`config.mk`:
```
export PLATFORM = sky130hd
export DESIGN_NAME = mem_fifo_ctrl
export DESIGN_NICKNAME = d
export VERILOG_FILES = /design/src/rtl/mem_fifo_ctrl.sv
export SDC_FILE = /design/constraint.sdc
export NUM_CORES = 1
export LEC_CHECK = 0
export CAP_MARGIN = 20
export CORE_MARGIN = 1.5
export CORE_UTILIZATION = 30
export DETAILED_ROUTE_END_ITERATION = 10
export PLACE_DENSITY_LB_ADDON = 0.12
export SLEW_MARGIN = 15
export SYNTH_ARGS = -nofsm -noshare
export SYNTH_HDL_FRONTEND = slang
export SYNTH_SLANG_ARGS = --single-unit
```
`constraint.sdc`:
```
create_clock -name clk -period 8 [get_ports clk]
set_clock_uncertainty 0.2 [all_clocks]
set_input_delay 1.6 -clock clk [delete_from_list [all_inputs] [get_ports clk]]
set_output_delay 1.6 -clock clk [all_outputs]
set_load 0.03 [all_outputs]
```
`src/rtl/mem_fifo_ctrl.sv`:
```
// rtl/mem_fifo_ctrl.sv - FIFO controller around a 16x8 sync-read memory; optional ALMOST_FULL_EN adds the almost_full flag
module mem_fifo_ctrl #(
    parameter int DW       = 8,
    parameter int AW       = 4,
    parameter int AF_LEVEL = 12
) (
    input  logic          clk,
    input  logic          rst,
    input  logic          in_valid,
    input  logic [DW-1:0] in_data,
    output logic          in_ready,
    output logic          out_valid,
    output logic [DW-1:0] out_data,
    input  logic          out_ready,
    output logic          mem_we,
    output logic [AW-1:0] mem_waddr,
    output logic [DW-1:0] mem_wdata,
    output logic          mem_re,
    output logic [AW-1:0] mem_raddr,
    input  logic [DW-1:0] mem_rdata,
    output logic [AW:0]   count,
    output logic          almost_full
);

    localparam logic [AW:0] DEPTH = (AW+1)'(1 << AW);
    localparam logic [AW:0] ONE   = (AW+1)'(1);

    logic [AW-1:0] wptr;
    logic [AW-1:0] rptr;
    logic [AW:0]   count_q;
    logic          rd_pending;
    logic          out_valid_q;
    logic [DW-1:0] out_data_q;
    logic          push;
    logic          pop;
    logic          issue;

    // Acceptance looks only at registered occupancy, so a same-cycle read never frees a slot early.
    assign in_ready = !rst && (count_q != DEPTH);
    assign push     = in_valid && in_ready;
    assign pop      = out_valid_q && out_ready;
    // A read may only start when the output register will be free by the time the byte returns.
    assign issue    = !rst && (count_q != '0) && !rd_pending && (!out_valid_q || pop);

    assign mem_we    = push;
    assign mem_waddr = wptr;
    assign mem_wdata = in_data;
    assign mem_re    = issue;
    assign mem_raddr = rptr;

    assign out_valid = out_valid_q;
    assign out_data  = out_data_q;
    assign count     = count_q;

`ifdef ALMOST_FULL_EN
    localparam logic [AW:0] AF_THR = (AW+1)'(AF_LEVEL);
    assign almost_full = !rst && (count_q >= AF_THR);
`else
    assign almost_full = 1'b0;
`endif

    // Pointers, occupancy, read-pending flag and the registered output byte.
    always_ff @(posedge clk) begin
        if (rst) begin
            wptr        <= '0;
            rptr        <= '0;
            count_q     <= '0;
            rd_pending  <= 1'b0;
            out_valid_q <= 1'b0;
            out_data_q  <= '0;
        end else begin
            if (push) begin
                wptr <= wptr + 1'b1;
            end
            if (issue) begin
                rptr <= rptr + 1'b1;
            end
            if (push && !issue) begin
                count_q <= count_q + ONE;
            end else if (!push && issue) begin
                count_q <= count_q - ONE;
            end
            rd_pending <= issue;
            if (rd_pending) begin
                out_data_q  <= mem_rdata;
                out_valid_q <= 1'b1;
            end else if (pop) begin
                out_valid_q <= 1'b0;
            end
        end
    end

endmodule

```
==> run metrics <==
post-synth top area share=between 40% and 50%; DIE WIDTH=64.9 um; Final Critical Period=around 5400 ps; Syn-to-layout area delta=33.0%; CP max FO=29; Root Buffer=clkbuf_8; post-synth net total=around 150; TritonCTS clock tree=yes; synthesized area=between 0.001 and 0.0015 sq mm; r2r setup slk=4880 ps; Worst Reg-to-Reg Cells=10; maximum VDD drop=around 0.13 mV; most area-hungry cell type in the Yosys netlist=dfxtp_1; delay-heaviest family, CP=buffers and inverters; Setup crit start=rst; hold path startpoint=out_data[1]$_SDFFE_PP0P_; DP Worst Slack=roughly 2500 ps; Routed met3 length=126 um; Rel. slew slack=around 33%; Lkg Pwr=between 0.0005 and 0.0006 uW; clk sink count=23; CP Cell Sequence=clkdlybuf4s50_1, nor2b_1, clkdlybuf4s50_1; asr flop ratio synth=0%; Slew Limit Fails=0; gr ovfl total=0; wl on met1=approximately 960 um; CTS H-tree lvls=1; top cells by count, synth=dfxtp_1 (23), nor2_1 (23), mux2i_1 (11); first-pass GRT wire length=3860 um; FILL cells=just under 400; f_max=approximately 0.19 GHz; later-pin clock latency in the skew report=270 ps; synth top area cells=dfxtp_1 (40%), mux2i_1 (9.6%), nor2_1 (7.5%), ha_1 (6.5%), buf_4 (5.9%); DR WL/cell=between 10 and 15 um; EDFF count, synth=0; Top Metal Used=met4; Tcrit/Tclk final=a little under 70%; largest net degree at the start of global routing=30; DRC Markers=0; Stages on worst setup path=3; Routed Antenna Nets=0; Startpoint Class=input port; initial drt markers=26; multi-input logic area=576 sq um; worst min-delay path class=reg -> reg; CP required=6200 ps; Post-Route WL=2260 um; unique cell type count in the Yosys netlist=29; crit path max-delay cell type=clkdlybuf4s50_1; IO Count=between 50 and 60; hpwl dp=1640 um; end point of the worst hold path=out_data[1]$_SDFFE_PP0P_; Syn. warnings=0; Post-CTS Hold Fix Bufs=0; Final #Nets=about 180; Worst R2R End=count[4]$_SDFFE_PP0P_; chip height=between 60 and 70 um; Syn Inst Count=about 120; met2 WL=about 1100 um; Worst R2R Start=count[0]$_SDFFE_PP0P_; WS Path Type=in -> out; full die area=about 0.0042 sq mm; Setup WS post-layout=~2600 ps; WP buf/inv=2; share of cells above drive strength 1=under 10%; Crit path top cell by count=clkdlybuf4s50_1; outcome=completed; Register Area=between 400 and 500 sq um; GP Congestion=just over 0.7; sequential share of the synthesized area=around 40%; clock-pin slew on the worst setup and hold paths=approximately 80 ps; Most used DFF post-synth=dfxtp_1; starting density of the core=a little under a third; Tightest Pin Transition=between 1000 and 1500 ps; Port-buffer cells=36; crit end category=output pin; Pre-antenna DRT Iters=4; Placeable Area=between 0.003 and 0.004 sq mm; CP peak stage delay=930 ps; post-CTS resize count=0; final hold violations=0; Worst Hold Depth=2; Longest Clk Path Bufs=2; max-cap viol count=0; Rows=22; FF+latch count, synth=23; RSZ-0062 raised after global routing=false; Antenna Cells=0; vias=859; Overall Global Routing Usage=11.9%; Syn Area/Cell=approximately 9.4 sq um; antenna violations before repair=0; PD cells=about 380 mW/mm^2; Sum Neg Setup Slack=0 ps; Arr. time, crit path=approximately 3600 ps; setup violators final=0; vias in the first global route=between 800 and 900; postcts setup bufs=0; DR vias/cell=roughly 4.4; Final Util=between 40% and 50%; Num CTS Buffers=3
[per-stage QoR]
step	total power, uW	cell area, sq um	std cells	hold WS [ps]
6_report	574	1530	196	303
5_1_grt	618	1530	196	353
4_1_cts	585	1530	196	316
3_5_place_dp	506	1480	192	290
3_3_place_gp	503	1480	192	285
2_1_floorplan	415	1150	122	434
[layer usage]
| metal | global-route usage [%] | vias to the layer above |
|---|---|---|
| met5 | 0 | - |
| met4 | 6.38 | 0 |
| met3 | 4.34 | 11 |
| met2 | 20.0 | 18 |
| met1 | 13.0 | 382 |
| li1 | - | 448 |
[final cells by class]
| class | count | share of cell area [%] |
|---|---|---|
| inverters | 7 | 1.72 |
| multi-input cells | 78 | 37.6 |
| well taps | 48 | 3.93 |
| clock buffers | 3 | 2.70 |
| repair buffers | 36 | 23.6 |
| clock inverters | 1 | 0.327 |
| flip-flops and latches | 23 | 30.1 |
[where the power goes]
part / internal [uW] / switching [uW] / total (uW) / leakage, uW
clock network: 34.8 / 39.1 / 73.9 / 0.0000255
logic: 146 / 164 / 311 / 0.000371
registers: 145 / 45.0 / 190 / 0.000188
total: 326 / 248 / 574 / 0.000585
[cell usage in the layout (no fill, tap or decap), types with 2 or more instances in the layout]
master | synthesis | routed
nor2b_1 | 3 | 3
clkbuf_8 | 0 | 3
mux2i_1 | 11 | 11
inv_1 | 7 | 7
xnor2_1 | 5 | 5
a21o_1 | 2 | 2
a21oi_1 | 7 | 7
nor2_1 | 23 | 23
nand3_1 | 4 | 4
dfxtp_1 | 23 | 23
ha_1 | 6 | 6
clkdlybuf4s50_1 | 0 | 36
a211oi_1 | 3 | 3
[flip-flops by register name (all words and copies together), names as in the netlist]
register	count
count	5
mem_raddr	4
mem_waddr	4
out_valid	1
out_data	8
rd_pending	1
[worst min-delay path: cells and delay by family (launching register included)]
family	cells	cell delay (ps)
multiplexers	1	70
flip-flops	1	330
AND/OR/NAND/NOR	1	70
[how the worst max path moves through the flow]
stage          endpoint  slack (ps)
6_report         mem_we        2600
3_3_place_gp     mem_we        2580
3_5_place_dp     mem_we        2530
2_1_floorplan    mem_re        3600
4_1_cts          mem_we        2540
5_1_grt          mem_we        2420
[logic make-up (layout without fill, tap and decap cells)]
family                     after synthesis  count (layout)  synth area share, %
xor gates and xnor gates                 6               6                 4.57
buffers and inverters                   21              47                 9.90
DFF                                     23              23                 40.0
muxes                                   12              12                 10.6
adders and majority gates                7               7                 8.27
other                                    1               1                0.326
AOI/OAI and AO/OA                       17              17                 11.4
and+or+nand+nor                         35              35                 14.9
Power figures use the tool's default switching activity.
